===== src/rtl/code_lock_ctrl.sv =====
// code_lock_ctrl: keypad code lock FSM with entry timeout, reprogramming and attempt lockout.
// Define LOCK_ALARM_EN to drive alarm from lockout; the entered-code port is named seq because sequence is a keyword.
module code_lock_ctrl #(
   parameter logic [15:0] DEFAULT_CODE   = 16'h1234,
   parameter int          TIMEOUT_CYCLES = 1000,
   parameter int          UNLOCK_CYCLES  = 5000,
   parameter int          LOCKOUT_CYCLES = 20000,
   parameter int          MAX_ATTEMPTS   = 3
) (
   input  logic        clk,
   input  logic        rst_n,
   input  logic        key_pressed,
   input  logic [15:0] seq,
   input  logic        new_seq,
   input  logic        prog_mode,
   output logic        times_up,
   output logic        unlocked,
   output logic        code_saved,
   output logic [1:0]  attempts,
   output logic        lockout,
   output logic        alarm
);
   localparam int MAXC = (TIMEOUT_CYCLES > UNLOCK_CYCLES)
                       ? ((TIMEOUT_CYCLES > LOCKOUT_CYCLES) ? TIMEOUT_CYCLES : LOCKOUT_CYCLES)
                       : ((UNLOCK_CYCLES > LOCKOUT_CYCLES) ? UNLOCK_CYCLES : LOCKOUT_CYCLES);
   localparam int TW = (MAXC > 1) ? $clog2(MAXC) : 1;
   localparam logic [TW-1:0] T_LD = TW'(TIMEOUT_CYCLES - 1);
   localparam logic [TW-1:0] U_LD = TW'(UNLOCK_CYCLES - 1);
   localparam logic [TW-1:0] L_LD = TW'(LOCKOUT_CYCLES - 1);
   localparam logic [1:0]    MA   = 2'(MAX_ATTEMPTS);
   typedef enum logic [1:0] {LOCKED, UNLOCKED, PROGRAM, LOCKOUT} state_t;
   state_t          state;
   logic [15:0]     stored_code;
   logic [TW-1:0]   win_cnt;
   logic [TW-1:0]   ent_cnt;
   logic            ent_armed;
   logic [2:0]      disc;
   logic            ns;
   logic            cmp;
   logic [1:0]      att_nx;
   // A new_seq inside the post-timeout window is swallowed entirely
   assign ns     = new_seq && disc == 3'd0;
   assign cmp    = ns && (state == LOCKED || (state == UNLOCKED && win_cnt == '0));
   assign att_nx = attempts + 2'd1;
   always_ff @(posedge clk or negedge rst_n) begin
      if (!rst_n) begin
         state       <= LOCKED;
         stored_code <= DEFAULT_CODE;
         win_cnt     <= '0;
         ent_cnt     <= '0;
         ent_armed   <= 1'b0;
         disc        <= 3'd0;
         times_up    <= 1'b0;
         unlocked    <= 1'b0;
         code_saved  <= 1'b0;
         attempts    <= 2'd0;
         lockout     <= 1'b0;
      end else begin
         times_up   <= 1'b0;
         code_saved <= 1'b0;
         if (disc != 3'd0) disc <= new_seq ? 3'd0 : disc - 3'd1;
         if (new_seq) ent_armed <= 1'b0;
         else if (key_pressed && state != LOCKOUT) begin
            ent_armed <= 1'b1;
            ent_cnt   <= T_LD;
         end else if (ent_armed) begin
            if (ent_cnt == '0) begin
               ent_armed <= 1'b0;
               times_up  <= 1'b1;
               disc      <= 3'd5;
            end else ent_cnt <= ent_cnt - TW'(1);
         end
         case (state)
            UNLOCKED:
               if (win_cnt == '0) begin
                  unlocked <= 1'b0;
                  state    <= LOCKED;
               end else begin
                  win_cnt <= win_cnt - TW'(1);
                  if (ns) begin
                     unlocked <= 1'b0;
                     state    <= prog_mode ? PROGRAM : LOCKED;
                  end
               end
            PROGRAM:
               if (ns) begin
                  state <= LOCKED;
                  if (seq != 16'hFFFF && seq != 16'h0000) begin
                     stored_code <= seq;
                     code_saved  <= 1'b1;
                  end
               end
            LOCKOUT:
               if (win_cnt == '0) begin
                  state    <= LOCKED;
                  lockout  <= 1'b0;
                  attempts <= 2'd0;
               end else win_cnt <= win_cnt - TW'(1);
            default: ;
         endcase
         // Compare overrides the UNLOCKED expiry so a coincident entry acts as a LOCKED one
         if (cmp) begin
            if (seq == stored_code) begin
               state    <= UNLOCKED;
               unlocked <= 1'b1;
               attempts <= 2'd0;
               win_cnt  <= U_LD;
            end else begin
               attempts <= att_nx;
               if (att_nx == MA) begin
                  state   <= LOCKOUT;
                  lockout <= 1'b1;
                  win_cnt <= L_LD;
               end
            end
         end
      end
   end
`ifdef LOCK_ALARM_EN
   assign alarm = lockout;
`else
   assign alarm = 1'b0;
`endif
endmodule


===== config.mk =====
export PLATFORM = sky130hd
export DESIGN_NAME = code_lock_ctrl
export DESIGN_NICKNAME = d
export VERILOG_FILES = /design/src/rtl/code_lock_ctrl.sv
export SDC_FILE = /design/constraint.sdc
export NUM_CORES = 1
export LEC_CHECK = 0
export ABC_AREA = 1
export BUFFER_PORTS_ARGS = -buffer_cell sky130_fd_sc_hd__buf_2
export CAP_MARGIN = 20
export CORE_ASPECT_RATIO = 2
export CORE_UTILIZATION = 54
export CTS_CLUSTER_DIAMETER = 80
export DETAILED_ROUTE_END_ITERATION = 12
export HOLD_SLACK_MARGIN = 0.08
export PLACE_DENSITY = 0.74
export SYNTH_ARGS = -nofsm -noshare
export SYNTH_HDL_FRONTEND = slang
export SYNTH_SLANG_ARGS = --single-unit

===== constraint.sdc =====
create_clock -name clk -period 2.2 [get_ports clk]
set_clock_uncertainty 0.05 [all_clocks]
set_input_delay 0.44 -clock clk [delete_from_list [all_inputs] [get_ports clk]]
set_output_delay 0.44 -clock clk [all_outputs]
set_load 0.01 [all_outputs]

Word level (Yosys, flattened, before mapping)
Cells that the tools add are included.
{"block": "totals", "ff_bits": 58, "input_bits": 21, "out_inout_bits": 7}
{"block": "op_classes", "n_addsub": 4, "eq_ne": 8, "reduce_logical": 19, "muxes": 48, "bitwise": 1}
{"op": "2-to-1 mux 15 bit", "count": 8}
{"op": "logical NOT 15 bit", "count": 2}
{"op": "subtractor 15 x 1 -> 15 bit, second input constant", "count": 2}
{"op": "2-to-1 mux 2 bit", "count": 12}
{"op": "2-to-1 mux 1 bit", "count": 21}
{"op": "2-to-1 mux 3 bit", "count": 6}
{"op": "== test 16 bit", "count": 1}
{"op": "!= test 16 bit, second input constant", "count": 1}
{"op": "nonzero test 16 bit", "count": 1}
{"op": "== test 2 bit, second input constant", "count": 3}
{"op": "one-hot mux 2 bit (3 select lines)", "count": 1}
{"op": "AND reduction 3 bit", "count": 2}
{"op": "nonzero test 2 bit", "count": 3}
{"op": "logical AND 1 bit", "count": 5}
{"op": "!= test 2 bit, second input constant", "count": 2}
{"op": "logical NOT 3 bit", "count": 1}
{"op": "nonzero test 3 bit", "count": 1}
{"op": "subtractor 3 x 1 -> 3 bit, second input constant", "count": 1}
{"op": "adder 2 x 1 -> 2 bit, second input constant", "count": 1}
{"op": "== test 2 x 1 -> 1 bit, second input constant", "count": 1}
{"op": "logical NOT 2 bit", "count": 1}
{"op": "AND reduction 2 bit", "count": 1}
{"op": "OR reduction 2 bit", "count": 1}
{"op": "logical OR 1 bit", "count": 1}
{"op": "NOT 1 bit", "count": 1}

Depth between registers and ports, before layout
Gate-level depths: netlist (run 1).
{"block": "logic_depth", "depth_word": 8, "depth_mapped": 11, "mapped_depth_nobuf": 11}

Worst setup path after synthesis (run 1)
OpenSTA, ideal clock, no wires.
{"block": "synth_path", "path_type": "register to register", "start": "register disc[0]", "end": "register win_cnt[11]", "path_stages_with_launch": 12, "t_arrival_ns": 1.586, "setup_slack_ns": 0.452, "cell_sequence": "dfrtp_1 > inv_1 > ha_1 > ha_1 > nand2_2 > nor2_2 > inv_1 > a21oi_4 > nand3_2 > buf_6 > nand2_1 > inv_2"}
{"block": "synth_via", "elab_chain_len": 4}
{"item": "start: declaration", "line": "37", "text": "logic [2:0] disc;"}
{"item": "start signal: assignment", "line": "61", "text": "if (disc != 3'd0) disc <= new_seq ? 3'd0 : disc - 3'd1;"}
{"item": "logical NOT 3 bit", "line": "42", "text": "assign ns = new_seq && disc == 3'd0;"}
{"item": "logical AND 1 bit", "line": "42"}
{"item": "logical AND 1 bit", "line": "43", "text": "assign cmp = ns && (state == LOCKED || (state == UNLOCKED && win_cnt == '0));"}
{"item": "2-to-1 mux 15 bit", "line": "102", "text": "if (cmp) begin"}
{"item": "end signal: assignment", "line": "79", "text": "win_cnt <= win_cnt - TW'(1);"}
{"item": "end signal: assignment", "line": "98", "text": "end else win_cnt <= win_cnt - TW'(1);"}
{"item": "end: declaration", "line": "34", "text": "logic [TW-1:0] win_cnt;"}
No other way between the ends.
A chain may end at the register's enable or synchronous reset.

Worst setup path after layout (run 1)
{"block": "layout_path", "start": "register disc[0]", "end": "register stored_code[11]"}
{"block": "layout_via", "elab_chain_len": 3}
{"item": "logical NOT 3 bit", "line": "42"}
{"item": "logical AND 1 bit", "line": "42"}
{"item": "AND reduction 3 bit (no source line)"}
{"item": "end signal: assignment", "line": "89", "text": "stored_code <= seq;"}
{"item": "end: declaration", "line": "33", "text": "logic [15:0] stored_code;"}
No other way between the ends.

==> summary.md, run 1 <==
| Metric | Value |
|---|---|
| Via density | `between 5 and 6` |
| Fmax | `about 500 MHz` |
| Arrival time at the worst endpoint | `between 2000 and 2500 ps` |
| Row Count | `42` |
| Routability congestion estimate | `~0.83` |
| Startpoint types | `register` |
| TritonCTS clock tree | `done` |
| Unrepaired setup endpoints after global routing | `false` |
| Vias in the first global route | `about 3,200` |
| Final number of hold-violating endpoints | `0` |
| Worst Hold Class | `primary input to register` |
| WL met2 | `4626 um` |
| TritonCTS Sinks | `a little under 60` |
| Die Width | `60.06 um` |
| Slew headroom | `59.94%` |
| Endpoints failing setup | `0` |
| Period utilization | `90.97%` |
| CP max FO | `18` |
| HPWL Detailed | `just over 6000 um` |
| Final Util | `63.35%` |
| Top Metal Used | `met4` |
| Pins Over Slew Limit | `0` |
| DRT Wirelength | `a little over 8000 um` |
| Pin count of the biggest net entering global routing | `36` |
| Ratio of cells with drive above 1 in the final layout | `roughly 14%` |
| Met1 wire length | `3090 um` |
| Clock Path Buffers | `2` |
| Commonest non-fill, non-tap cells in the layout | `nand2_1, inv_1, nor2_1` |
| Leakage | `approximately 2.2 nW` |
| Reg-to-reg slack, setup | `200 ps` |
| Post-route ant nets | `0` |
| Hold Crit Depth | `3` |
| Worst R2R End | `stored_code[11]` |
| Global-route usage over all layers | `between 20% and 30%` |
| Clock latency on the worst-skew pair | `330 ps` |
| # IOs | `28` |
| Max_cap viols | `0` |
| Initial DRC count | `121` |
| FF+latch count, synth | `58` |
| Via Count | `3,265` |
| Post-synth EDFFs | `0` |
| CP Class | `register to register` |
| Cell internal pwr | `3.033 mW` |
| PwrDens | `approximately 1200 mW/mm2` |
| Outcome | `complete, no violations` |
| First-pass GRT wire length | `around 14,000 um` |
| Hold Path Sink | `stored_code[4]` |
| GRT overflow | `0` |
| CP required | `~2400 ps` |
| Max VDD drop | `approximately 0.00062 V` |
| Commonest non-fill, non-tap cell in the layout | `nand2_1` |
| Initial antenna violation count | `0` |
| Port buffer count | `26` |
| Mapped Nets | `around 540` |
| Worst R2R Start | `disc[0]` |
| Clock power share | `between 20% and 30%` |
| Total negative slack | `0 ps` |
| Ys async rst share | `100.0%` |
| Sw Share | `roughly two fifths` |
| Most used DFF post-synth | `dfrtp_1` |
| Root buffer cell | `clkbuf_16` |
| DRC | `0` |
| H-Tree Depth | `3` |
| Comb pwr share | `approximately 36%` |
| Syn avg cell area | `between 7 and 8 um2` |
| DRT Pass-1 Iters | `4` |
| Die ar. | `0.007095 mm2` |
| Nets@finish | `roughly 570` |
| YS warnings | `0` |
| Post-synthesis cell type count | `37` |
| Fin crit period | `~2000 ps` |
| Antenna Cells | `0` |
| Initial Util | `a little under three fifths` |
| Die Span Y | `between 100 and 150 um` |
| Place WS | `about 74 ps` |
| Worst Hold Launch | `seq[4]` |
| Placeable Area | `0.006569 mm2` |
| Setup WS post-layout | `~200 ps` |
| Critical path endpoint category | `register` |
| Worst-case reg-to-reg path depth | `11` |
| Mapped Area | `roughly 0.0036 mm2` |
| Clk slew on worst S/H paths | `about 50 ps` |
| Actual slew at the worst max-slew pin | `about 600 ps` |
| Mapped Cells | `between 500 and 600` |
| CTS buffer count | `9` |
| Sequential share of the synthesized area | `40.03%` |
| Seq pwr share | `36.3%` |
| P&R area growth vs syn | `14.30%` |
| Net Sw Power | `roughly 1.9 mW` |
| Setup bufs post-CTS | `0` |
| Routed length per instance | `between 10 and 15 um` |
| Met3 wire len | `between 150 and 200 um` |
logic make-up (layout without fill, tap and decap cells):
logic type / Yosys count / in the layout / synth area share (%)
AND/OR/NAND/NOR: 301 / 301 / 36.43
buffers and inverters: 81 / 117 / 9.416
flip-flops: 58 / 58 / 40.03
AO/OA/AOI/OAI: 46 / 46 / 8.110
XOR/XNOR: 16 / 16 / 3.849
adder cells (fa/ha/maj): 6 / 6 / 2.062
other: 1 / 1 / 0.1030
critical path, cell delays in order (launching register included):
cell	delay (ps)
dfrtp_1	380
inv_1	80
ha_1	160
ha_2	240
nand2_2	100
inv_1	90
nand3_1	110
a21oi_2	140
nand2_2	150
buf_4	230
nand2_1	70
o21ai_1	60
power by group through the flow:
stage	Sequential, mW	Combinational [mW]	Clock, mW
after floorplan	1.71	1.39	0
after global placement	1.77	1.71	0
after detailed placement	1.78	1.77	0
after CTS	1.77	1.79	1.37
after global routing	1.82	2.06	1.42
final	1.78	1.78	1.35
worst max-delay path by stage:
stage               cells past startpoint  startpoint  slack (ps)              end
finish                                 11     disc[0]         200  stored_code[11]
global route                           11     disc[0]          40   stored_code[8]
CTS                                    10     disc[0]          60      win_cnt[13]
detailed placement                     10     disc[0]          70      win_cnt[13]
global placement                       10     disc[0]         180       win_cnt[6]
floorplan                              11     disc[0]         450      win_cnt[11]
cells in the mapped netlist, types with 2 or more instances:
cell | number | area share (%)
ha_1 | 6 | 2.1
nand2_2 | 6 | 1.0
nor2_2 | 4 | 0.69
a21oi_4 | 2 | 0.89
dfrtp_1 | 53 | 36
nand4_1 | 13 | 2.2
nor2_1 | 67 | 6.9
buf_2 | 4 | 0.55
nand2_1 | 149 | 15
clkbuf_1 | 2 | 0.21
nor4_1 | 2 | 0.34
or2_2 | 2 | 0.34
o21ai_1 | 18 | 2.5
a21oi_1 | 2 | 0.27
buf_4 | 3 | 0.62
o21ai_2 | 3 | 0.72
dfstp_2 | 5 | 3.6
buf_6 | 3 | 0.93
inv_2 | 2 | 0.21
o21bai_1 | 5 | 1.0
inv_1 | 67 | 6.9
nand3_2 | 3 | 0.82
nand3_1 | 48 | 6.6
nand3b_1 | 3 | 0.62
o21ai_0 | 11 | 1.5
xor2_1 | 15 | 3.6
layout make-up:
class / instances / area [um2]
fill: 612 / 2407
multi-input combinational: 370 / 1851
sequential: 58 / 1458
inverter: 69 / 259.0
clock buffer: 12 / 246.5
timing repair buffer: 33 / 197.7
tap: 88 / 110.1
clock inverter: 3 / 40.04
stage by stage:
| stage | power, mW | std cells | hold WS, ps | instance area (um2) |
|---|---|---|---|---|
| 3_5_place_dp | 3.557 | 617 | 407.2 | 3855 |
| 4_1_cts | 4.934 | 633 | 294.9 | 4151 |
| 6_report | 4.913 | 633 | 297.2 | 4161 |
| 3_3_place_gp | 3.477 | 617 | 410.8 | 3855 |
| 5_1_grt | 5.305 | 633 | 310.8 | 4161 |
| 2_1_floorplan | 3.098 | 509 | 94.41 | 3641 |
state kept, by name (all words and copies together), names as in the netlist, 2 cells and up:
signal	cells
stored_code	16
ent_cnt	15
win_cnt	15
disc	3
attempts	2
state	2
routing by layer:
metal | up-vias | track usage [%]
li1 | 1672 | -
met1 | 1534 | 25.53
met4 | 0 | 13.66
met2 | 42 | 47.15
met5 | - | 0
met3 | 17 | 5.604
repair_timing:
action,CTS,global route
gates resized for setup,0,2
hold buffers,1,0
endpoints found under the hold margin,18,0
setup endpoints to repair,0,19
(Power assumes the default switching activity.)
==> run 2: changes to the inputs <==
==> constraint.sdc (replaced) <==
create_clock -name clk -period 1.9 [get_ports clk]
set_clock_uncertainty 0.05 [all_clocks]
set_input_delay 0.38 -clock clk [delete_from_list [all_inputs] [get_ports clk]]
set_output_delay 0.38 -clock clk [all_outputs]
set_load 0.01 [all_outputs]
==> run 2 against run 1 <==
Power rose by 17%; worst hold slack worse by 61 ps; sequential share of layout area down 1.0 points; critical endpoint is now win_cnt[2]; wire length increased by 1.3%; largest cell class unchanged; via count increased by 1.1%; largest power group is now combinational cells; utilization is 1.9 points higher; register-to-register slack worse by 120 ps; sequential power up 15%; first-iteration DRC count increased by 51%; critical path depth is 1 lower; setup slack lost 120 ps.
==> summary.md, run 2 (synthesized netlist as in run 1, its figures left out) <==
| Metric | Value |
|---|---|
| HPWL Detailed | `6238 um (was 6113 um)` |
| Die ar. | `0.007095 mm2 (unchanged)` |
| GRT overflow | `0 (unchanged)` |
| Clk slew on worst S/H paths | `50 ps (about the same)` |
| Max_cap viols | `0 (unchanged)` |
| Max VDD drop | `0.0008915 V (was 0.0006212 V)` |
| Final number of hold-violating endpoints | `0 (unchanged)` |
| Crit path capture | `win_cnt[2] (was stored_code[11])` |
| Multi-input gate area | `0.001893 mm2 (was 0.001851 mm2)` |
| H-Tree Depth | `3 (unchanged)` |
| First-pass GRT wire length | `13,910 um (was 13,720 um)` |
| Ratio of cells with drive above 1 in the final layout | `17.41% (was 14.31%)` |
| P&R area growth vs syn | `17.70% (was 14.30%)` |
| Row Count | `42 (unchanged)` |
| Port buffer count | `26 (unchanged)` |
| Root buffer cell | `clkbuf_16 (unchanged)` |
| Fin crit period | `1821 ps (was 2001 ps)` |
| Initial antenna violation count | `0 (unchanged)` |
| Outcome | `complete, no violations (unchanged)` |
| CP Class | `register to register (unchanged)` |
| PwrDens | `1338 mW/mm2 (was 1181 mW/mm2)` |
| CP max FO | `8 (was 18)` |
| Period utilization | `95.83% (was 90.97%)` |
| Clock Path Buffers | `2 (unchanged)` |
| Fin Hold WS | `236.4 ps (was 297.2 ps)` |
| Placed cell area | `0.003913 mm2 (was 0.003855 mm2)` |
| Die Span Y | `118.1 um (unchanged)` |
| Critical path endpoint category | `register (unchanged)` |
| Fmax | `549.2 MHz (was 499.7 MHz)` |
| Commonest non-fill, non-tap cell in the layout | `nand2_1 (unchanged)` |
| Worst R2R End | `win_cnt[2] (was stored_code[11])` |
| CP required | `2100 ps (was 2360 ps)` |
| Fin area | `0.004285 mm2 (was 0.004161 mm2)` |
| DRT Pass-1 Iters | `4 (unchanged)` |
| Leakage | `2.219 nW (was 2.166 nW)` |
| Clock latency on the worst-skew pair | `330 ps (about the same)` |
| DRT Wirelength | `8288 um (was 8180 um)` |
| Pins Over Slew Limit | `0 (unchanged)` |
| Placeable Area | `0.006569 mm2 (unchanged)` |
| DRC | `0 (unchanged)` |
| Startpoint types | `register (unchanged)` |
| Nets@finish | `579 (was 568)` |
| Via density | `5.116 (was 5.158)` |
| Worst R2R Start | `disc[0] (unchanged)` |
| Worst Hold Class | `primary input to register (unchanged)` |
| Unrepaired setup endpoints after global routing | `true (was false)` |
| Reg-to-reg slack, setup | `80 ps (was 200 ps)` |
| # IOs | `28 (unchanged)` |
| Global-route usage over all layers | `26.23% (was 25.93%)` |
| Initial DRC count | `183 (was 121)` |
| Arrival time at the worst endpoint | `2020 ps (was 2160 ps)` |
| Antenna Cells | `0 (unchanged)` |
| Post-route ant nets | `0 (unchanged)` |
| Total negative slack | `0 ps (unchanged)` |
| Worst-case reg-to-reg path depth | `10 (was 11)` |
| Endpoints failing setup | `0 (unchanged)` |
| TritonCTS Sinks | `58 (unchanged)` |
| Initial Util | `55.43% (unchanged)` |
| CTS buffer count | `9 (unchanged)` |
| Routed length per instance | `12.85 um (was 12.92 um)` |
| Die Width | `60.06 um (unchanged)` |
| Largest registers | `stored_code x16, ent_cnt x15, win_cnt x15 (unchanged)` |
| Top reg by flops | `stored_code (unchanged)` |
| Via Count | `3,300 (was 3,265)` |
| Routability congestion estimate | `0.8273 (was 0.8252)` |
| Max reg flops | `16 (unchanged)` |
| Fillcell total | `610 (was 612)` |
| Reg area | `0.001458 mm2 (unchanged)` |
| TritonCTS clock tree | `done (unchanged)` |
| Vias in the first global route | `3,262 (was 3,223)` |
| Pin count of the biggest net entering global routing | `59 (was 36)` |
| Commonest non-fill, non-tap cells in the layout | `nand2_1, nor2_1, inv_1 (was nand2_1, inv_1, nor2_1)` |
| Critical Path Start | `disc[0] (unchanged)` |
[run 2: changes by cell type in the layout (fill, tap and decap cells not counted), moves of 2 or more]
cell,change
inv_2,+4
nand2_4,+2
buf_6,+2
inv_1,-4
buf_4,+8
[run 2: stage by stage]
step           util (%)  power [mW]  setup WS (ps)  cells
2_1_floorplan         -       3.587          151.9    509
3_3_place_gp      59.56       4.137          70.06    623
3_5_place_dp      59.56       4.227          31.05    623
4_1_cts           63.75       5.687          4.493    640
5_1_grt           65.24       6.189         -10.55    645
6_report          65.24       5.734          79.29    645
[run 2: routing by layer]
layer	up-vias	wire length [um]	GRT usage, %	share of wire (%)
li1	1701	-	-	-
met1	1513	3128	26.90	38
met2	60	4572	45.56	55
met3	26	282	6.264	3.4
met4	0	305	15.41	3.7
met5	-	0	0	0
[run 2: worst max-delay path, cell delays in order (launching register included)]
cell and delay [ps]:
dfrtp_1 370, inv_1 80, ha_1 160, ha_2 210, nand2_4 70, nor2_4 170
inv_2 70, a21oi_4 160, nand3_4 150, buf_6 170, nand3b_1 80
[run 2: final cells by class]
class                      count  share of cell area [%]
tap                           88                   2.569
clock inverter                 3                  0.3504
sequential                    58                   34.01
clock buffer                  13                   5.839
inverter                      69                   6.044
timing repair buffer          44                   7.007
multi-input combinational    370                   44.18
[run 2: power breakdown]
part           internal [mW]  switching [mW]  leakage [nW]
clock network          0.908           0.517         0.133
logic                  0.884            1.38          1.37
registers               1.69           0.349         0.711
[run 2: worst min path at each step]
stage	from	to	slack, ps	cells after the start
after detailed placement	rst_n	stored_code[14]	360	2
after CTS	seq[5]	stored_code[5]	230	3
after floorplan	rst_n	attempts[0]	30	0
after global placement	rst_n	win_cnt[8]	360	2
after global routing	seq[5]	stored_code[5]	250	3
final	seq[5]	stored_code[5]	240	3
[run 2: repair_timing]
| item | in CTS | in global routing |
|---|---|---|
| hold buffers | 1 | 0 |
| resized for setup | 0 | 18 |
| setup buffers | 0 | 5 |
| setup endpoints to repair | 0 | 35 |
| hold endpoints to repair | 53 | 0 |
